`config.mk`:
```
export PLATFORM = sky130hd
export DESIGN_NAME = fire_expand_sequencer
export DESIGN_NICKNAME = d
export VERILOG_FILES = /design/src/rtl/fire_expand_sequencer.sv
export SDC_FILE = /design/constraint.sdc
export NUM_CORES = 1
export LEC_CHECK = 0
export CORE_ASPECT_RATIO = 1.75
export CORE_MARGIN = 2
export CORE_UTILIZATION = 51
export DETAILED_ROUTE_END_ITERATION = 10
export HOLD_SLACK_MARGIN = 0.05
export PLACE_DENSITY = 0.78
export SKIP_LAST_GASP = 1
export SYNTH_ARGS = -nofsm -noshare
export SYNTH_HDL_FRONTEND = slang
export SYNTH_SLANG_ARGS = --single-unit
```
`constraint.sdc`:
```
create_clock -name clk -period 3.92 [get_ports clk]
set_input_delay 1.176 -clock clk [delete_from_list [all_inputs] [get_ports clk]]
set_output_delay 1.176 -clock clk [all_outputs]
set_load 0.01 [all_outputs]
```
`src/rtl/fire_expand_sequencer.sv`:
```
// Layer controller for one fire-module expand datapath: streams input-map reads per output
// pixel, waits for the datapath sample strobe, then hands the pixel to write-back via req/ack.
module fire_expand_sequencer #(
   parameter int WOUT           = 8,
   parameter int CHIN           = 112,
   parameter int KERNEL_DIM     = 1,
   parameter int SAMPLE_TIMEOUT = 16,
   parameter int ADDR_W         = $clog2(WOUT*WOUT*KERNEL_DIM*KERNEL_DIM*CHIN),
   parameter int PIX_W          = $clog2(WOUT*WOUT)
) (
   input  logic              clk,
   input  logic              rst,
   input  logic              start_i,
   output logic              ifm_rd_en_o,
   output logic [ADDR_W-1:0] ifm_rd_addr_o,
   output logic              layer_en_o,
   input  logic              sample_i,
   output logic              wb_req_o,
   output logic [PIX_W-1:0]  wb_pix_o,
   input  logic              wb_ack_i,
   output logic              busy_o,
   output logic              done_o,
   output logic              err_o
);

   localparam int NPIX  = WOUT*WOUT;
   localparam int TAPS  = KERNEL_DIM*KERNEL_DIM*CHIN;
   localparam int CH_W  = $clog2(TAPS+1);
   localparam int TMR_W = $clog2(SAMPLE_TIMEOUT+1);

   typedef enum logic [2:0] {IDLE, STREAM, FLUSH, WAIT_SAMPLE, WRITEBACK, DONE} state_t;

   state_t            state_q, state_d;
   logic [PIX_W-1:0]  pix_q, pix_d;
   logic [CH_W-1:0]   ch_q, ch_d;
   logic [ADDR_W-1:0] base_q, base_d;
   logic [TMR_W-1:0]  timer_q, timer_d;
   logic              err_q, err_d;
   logic              rd_en_q, rd_en_d;
   logic [ADDR_W-1:0] rd_addr_q, rd_addr_d;
   logic              layer_en_q, layer_en_d;
   logic              wb_req_q, wb_req_d;
   logic [PIX_W-1:0]  wb_pix_q, wb_pix_d;
   logic              busy_q, busy_d;
   logic              done_q, done_d;

   always_comb begin
      state_d = state_q;
      pix_d   = pix_q;
      ch_d    = ch_q;
      base_d  = base_q;
      timer_d = timer_q;
      err_d   = err_q;
      case (state_q)
         IDLE: begin
            if (start_i) begin
               state_d = STREAM;
               pix_d   = '0;
               ch_d    = '0;
               base_d  = '0;
               err_d   = 1'b0;
            end
         end
         STREAM: begin
            if (ch_q == CH_W'(TAPS-1)) state_d = FLUSH;
            else                       ch_d    = ch_q + 1'b1;
         end
         FLUSH: begin
            state_d = WAIT_SAMPLE;
            timer_d = '0;
         end
         WAIT_SAMPLE: begin
            // A sample arriving on the last allowed cycle still beats the timeout
            if (sample_i) begin
               state_d = WRITEBACK;
            end else if (timer_q == TMR_W'(SAMPLE_TIMEOUT-1)) begin
               err_d   = 1'b1;
               state_d = DONE;
            end else begin
               timer_d = timer_q + 1'b1;
            end
         end
         WRITEBACK: begin
            if (wb_ack_i) begin
               if (pix_q == PIX_W'(NPIX-1)) begin
                  state_d = DONE;
               end else begin
                  pix_d   = pix_q + 1'b1;
                  base_d  = base_q + ADDR_W'(TAPS);
                  ch_d    = '0;
                  state_d = STREAM;
               end
            end
         end
         DONE:    state_d = IDLE;
         default: state_d = IDLE;
      endcase

      // Outputs are decoded from the next state so they line up with the state register
      rd_en_d    = (state_d == STREAM);
      rd_addr_d  = rd_en_d ? (base_d + ADDR_W'(ch_d)) : '0;
      layer_en_d = (state_d == STREAM) || (state_d == FLUSH);
      wb_req_d   = (state_d == WRITEBACK);
      wb_pix_d   = wb_req_d ? pix_d : '0;
      busy_d     = (state_d != IDLE);
      done_d     = (state_d == DONE);
   end

   always_ff @(posedge clk) begin
      if (rst) begin
         state_q    <= IDLE;
         pix_q      <= '0;
         ch_q       <= '0;
         base_q     <= '0;
         timer_q    <= '0;
         err_q      <= 1'b0;
         rd_en_q    <= 1'b0;
         rd_addr_q  <= '0;
         layer_en_q <= 1'b0;
         wb_req_q   <= 1'b0;
         wb_pix_q   <= '0;
         busy_q     <= 1'b0;
         done_q     <= 1'b0;
      end else begin
         state_q    <= state_d;
         pix_q      <= pix_d;
         ch_q       <= ch_d;
         base_q     <= base_d;
         timer_q    <= timer_d;
         err_q      <= err_d;
         rd_en_q    <= rd_en_d;
         rd_addr_q  <= rd_addr_d;
         layer_en_q <= layer_en_d;
         wb_req_q   <= wb_req_d;
         wb_pix_q   <= wb_pix_d;
         busy_q     <= busy_d;
         done_q     <= done_d;
      end
   end

   assign ifm_rd_en_o   = rd_en_q;
   assign ifm_rd_addr_o = rd_addr_q;
   assign layer_en_o    = layer_en_q;
   assign wb_req_o      = wb_req_q;
   assign wb_pix_o      = wb_pix_q;
   assign busy_o        = busy_q;
   assign done_o        = done_q;
   assign err_o         = err_q;

endmodule

```
; ---- Word level (Yosys, flattened, before mapping)
; Index checks and enable logic that the tools add are counted.
; Widths: inputs -> output; s select.
[classes]
muxes = 27
reduce_logical = 9
addsub = 5
eq_ne = 15
bitwise_logic = 2
[op_table]
columns = op, n
row1 = $mux 13, 3
row2 = $mux 7, 4
row3 = $pmux 13 s2, 1
row4 = $pmux 7 s3, 1
row5 = $mux 3, 6
row6 = $mux 6, 3
row7 = $pmux 3 s5, 1
row8 = $add 13x7->13, 1
row9 = $add 13x7->13 const B, 1
row10 = $pmux 6 s2, 1
row11 = $mux 5, 2
row12 = $pmux 5 s2, 1
row13 = $eq 3x2->1 const B, 3
row14 = $eq 3x3->1 const B, 3
row15 = $ne 2x2->1 const B, 4
row16 = $add 7x1->7 const B, 1
row17 = $eq 7x7->1 const B, 1
row18 = $add 6x1->6 const B, 1
row19 = $eq 3x1->1 const B, 2
row20 = $eq 6x6->1 const B, 1
row21 = $add 5x1->5 const B, 1
row22 = $eq 5x4->1 const B, 1
row23 = $reduce_and 4->1, 1
row24 = $reduce_bool 2->1, 2
row25 = other kinds (8), 12
[totals]
in_bits = 5
reg_bits = 59
word_cells = 71
out_inout_bits = 25

; ---- Logic depth before layout (Yosys ltp)
[depth]
ltp_word = 7
ltp_mapped = 17
ltp_nobuf = 16

; ---- Worst setup path after synthesis
; No wires, ideal clock.
[synth_path]
kind = input port to flip-flop
startpoint = input wb_ack_i
endpoint = register rd_addr_q[10] (netlist: ifm_rd_addr_o[10])
required_time_ps = 3805
setup_time_ps = 115
slack_ps = 146
n_path_buf = 1
t_arrival_ps = 3659
stages = 16
path_cell_list = inv_1 > a21oi_4 > buf_6 > nand3b_1 > a21oi_2 > o41ai_1 > mux2_2 > ha_1 > fa_1 > a21oi_1 > o21bai_1 > nand2_1 > a21oi_1 > nor4b_2 > xnor2_1 > and2_1
[synth_via]
word_cells_on_any_way = 10
classes_between = add/sub: 1 / eq/ne: 1 / mux: 6 / bitwise: 1 / reduce/logical: 1
[synth_lines]
columns = item, line_no
row1 = "start, declared", 20  ; input logic wb_ack_i,
row2 = $mux 7, 84  ; if (wb_ack_i) begin
row3 = $pmux 7 s3, 54  ; case (state_q)
row4 = via ch_d[0], 35  ; logic [CH_W-1:0] ch_q, ch_d;
row5 = $add 13x7->13, 101  ; rd_addr_d = rd_en_d ? (base_d + ADDR_W'(ch_d)) : '0;
row6 = "end signal, assigned", 132  ; rd_addr_q <= rd_addr_d;
row7 = "end, declared", 40  ; logic [ADDR_W-1:0] rd_addr_q, rd_addr_d;
; The timed path passes the listed nets, and every way through them passes these cells.
; A chain may end at the register's enable or synchronous reset.

; ---- Worst setup path after layout
[layout_path]
startpoint = input start_i
endpoint = register rd_addr_q[10] (netlist: ifm_rd_addr_o[10])
[layout_via]
word_cells_on_any_way = 10
classes_between = add/sub: 1 / eq/ne: 1 / mux: 6 / bitwise: 1 / reduce/logical: 1
[layout_lines]
columns = item, line_no
row1 = "start, declared", 13  ; input logic start_i,
row2 = $mux 7, 56  ; if (start_i) begin
row3 = $pmux 7 s3, 54
row4 = via ch_d[0], 35
row5 = $add 13x7->13, 101
; The timed path passes the listed nets, and every way through them passes these cells.

==> impl_metrics.csv <==
group,metric,value,unit
run_status,status,"finished clean",
run,maxCapViolCount,0,
setup_path,r2r-end,"ifm_rd_addr_o[10]$_SDFF_PP0_",
synthesis,syn_area,2900,µm²
drt,antenna_left,0,
clock_network,clkTransAtPathRegs,0.07,ns
synthesis,synth_most_common_cell,"dfxtp_1",
global_routing,grt_max_degree,39,
setup_path,crit_type,"in2reg",
floorplan,start_util,52.4,%
timing,tightest_slew,0.545,ns
layout,area_growth,22.3,%
synthesis,synth_area_leaders,"dfxtp_1 (41%), nor2_1 (5.6%), ha_1 (5.2%), nor2b_1 (4.7%), o21ai_0 (3.3%)",
timing,skew,0.00791,ns
setup_path,cp-end-kind,"flip-flop",
synthesis,syn_area_per_cell,9.04,µm²
global_routing,grt_pass1_vias,2367,
drt,drt_iter0_drc,102,
synthesis,synthCells,321,
layout,post_route_cells_drive_above_1_share,18.7,%
synthesis,synth_edf_count,0,
timing,drv_slew,0,
clock_network,clockBufferDepth,2,
setup_path,crit_arrival,3.84,ns
layout,final-seq-area,1180,µm²
drt,finalWirelength,6080,µm
clock_network,cts_setup_buffers,0,
power_and_ir_drop,leakagePower,1.39,nW
setup_path,slowest_stage,"clkdlybuf4s50_1",
setup_path,critPathLaunchType,"input port",
clock_network,cts_tree,"built",
timing,final_critical_path_setup_slack,0.324,ns
clock_network,cts_sinks,59,
drt,wire_per_inst,13.5,µm
timing,layout_min_cycle_time,3.60,ns
floorplan,core,5540,µm²
placement,post-dp-hpwl,4430,µm
setup_path,crit_path_max_fanout,4,
clock_network,cts_buffers,9,
clock_network,clk-insertion-delay-late,0.35,ns
synthesis,async_flop_share,0,%
setup_path,endpoint,"ifm_rd_addr_o[10]$_SDFF_PP0_",
global_routing,grt_overflow_total,0,
floorplan,die_area,6330,µm²
layout,diodes,0,
timing,fin_tns_setup,0,ns
clock_network,root_buffer,"clkbuf_8",
floorplan,rows,36,
floorplan,fp.dieH,104,µm
timing,setup_viol_count_final,0,
synthesis,synth_nets,339,
placement,dp_slack,-0.352,ns
synthesis,synth_seq_area_share,40.7,%
timing,period_share,91.7,%
synthesis,synth_top_cell_by_area,"dfxtp_1",
global_routing,grt_usage,21.1,%
drt,drc,0,
synthesis,yosysWarnings,0,
power_and_ir_drop,power.density,326,nW/µm²
synthesis,synth.distinct_cells,64,
setup_path,cp-startpoint,"start_i",
setup_path,path_cells,"clkdlybuf4s50_1 -> o21bai_1 -> a21oi_2 -> o41ai_2 -> mux2_2 -> ha_1 -> fa_2 -> a21oi_2 -> o21bai_1 -> nand2_1 -> a21oi_2 -> nor4b_2 -> xnor2_1 -> and2_1",
timing,hold_viol_final,0,
setup_path,reg2reg_depth,16,
drt,firstDrtPassIters,4,
drt,num_vias,2449,
layout,fin_util,64.1,%
layout,multi_input_area,1620,µm²
timing,clock.fmax,278,MHz
setup_path,timing.rr.start,"pix_q[0]$_SDFF_PP0_",
power_and_ir_drop,irDropWorstVdd,0.254,mV
setup_path,cp_slowest_stage_delay,0.50,ns
placement,routabilityCongestion,0.847,
timing,rsz0062_at_grt,"no",
timing,slew_headroom,63.3,%
layout,num-nets-final,388,
synthesis,synthTopCellsByCount,"dfxtp_1 (59), nor2_1 (43), nor2b_1 (22), o21ai_0 (19)",
hold_path,min_path_type,"reg2reg",
floorplan,fp.dieW,61.0,µm
clock_network,htree_levels,3,
global_routing,grt_antenna_before_repair,0,
floorplan,ios,30,
setup_path,critPathRequiredTime,4.16,ns
synthesis,synth_flop_cell,"dfxtp_1",
synthesis,synth.ff_latch_count,59,
setup_path,r2r_slack,0.64,ns
placement,numPortBuffers,29,
setup_path,crit_path_frequent_cell,"a21oi_2",
drt,via_per_inst,5.43,
clock_network,cts_hold_buf,0,
synthesis,synth_top_area_share,40.7,%
layout,num-fill-cells,479,
clock_network,cts_resized,0,
global_routing,grt_pass1_wl,10100,µm
-- metrics by stage --
stage	total power, mW	cell area, µm²	hold slack [ns]	instances
CTS	1.17	3530	0.495	451
global placement	0.695	3360	0.467	435
floorplan	0.667	2900	0.454	321
detailed placement	0.697	3360	0.477	435
finish	1.16	3550	0.492	451
global route	1.20	3550	0.522	451
-- cell type report --
type,count,area share [%]
clock buffers,9,3.49
flip-flops and latches,59,33.3
multi-input cells,240,45.6
repair buffers,49,12.5
well taps,76,2.68
inverters,11,1.16
clock inverters,7,1.27
-- kinds of logic (layout without fill, tap and decap cells) --
family | after synthesis | after routing | share of synthesized area (%)
adders and majority gates | 13 | 13 | 5.86
muxes | 1 | 1 | 0.388
AOI/OAI and AO/OA | 84 | 84 | 20.4
DFF | 59 | 59 | 40.7
and+or+nand+nor | 134 | 134 | 26.2
xor gates and xnor gates | 8 | 8 | 2.41
buffers and inverters | 22 | 76 | 4.05
-- state kept, by name, indices dropped and copies added (netlist names) --
signal	flops
done_o	1
timer_q	5
wb_req_o	1
layer_en_o	1
ch_q	7
pix_q	6
wb_pix_o	6
base_q	13
ifm_rd_addr_o	13
err_o	1
busy_o	1
state_q	3
ifm_rd_en_o	1
-- power breakdown --
| part | switching [mW] | internal (mW) | total [mW] |
|---|---|---|---|
| registers | 0.00203 | 0.605 | 0.607 |
| clock network | 0.247 | 0.225 | 0.472 |
| logic | 0.0454 | 0.0320 | 0.0773 |
| total | 0.295 | 0.861 | 1.16 |
-- cell usage in the layout (no fill, tap or decap), types with 9 or more instances in the layout --
cell type         n
inv_1             9
nor2b_1          22
dfxtp_1          59
ha_1             12
buf_4            20
clkbuf_8          9
o21ai_0          19
a21oi_1          16
nand2_1          18
nor2_1           43
clkdlybuf4s50_1  28
-- metal layers --
layer,up-vias,part of all wire [%],global-route usage [%]
met5,-,0,0
met4,0,3.2,12.9
met1,1153,40,22.3
met3,18,3.8,5.62
met2,50,53,35.3
li1,1228,-,-
-- worst max-delay path: cells and delay by family --
kind                       cells  cell delay, ns
adders and majority gates      2            0.59
muxes                          1            0.30
and+or+nand+nor                3            0.45
buffers and inverters          1            0.50
AOI/OAI and AO/OA              6            0.68
xor gates and xnor gates       1            0.13
-- worst min-delay path by stage --
stage	start	end	slack [ns]	cells past startpoint
global route	err_o$_SDFFE_PP0P_	err_o$_SDFFE_PP0P_	0.52	2
CTS	timer_q[4]$_SDFFE_PP0P_	timer_q[4]$_SDFFE_PP0P_	0.49	2
floorplan	timer_q[4]$_SDFFE_PP0P_	timer_q[4]$_SDFFE_PP0P_	0.45	2
global placement	timer_q[4]$_SDFFE_PP0P_	timer_q[4]$_SDFFE_PP0P_	0.47	2
detailed placement	timer_q[4]$_SDFFE_PP0P_	timer_q[4]$_SDFFE_PP0P_	0.48	2
finish	timer_q[4]$_SDFFE_PP0P_	timer_q[4]$_SDFFE_PP0P_	0.49	2
Power figures use the tool's default switching activity.
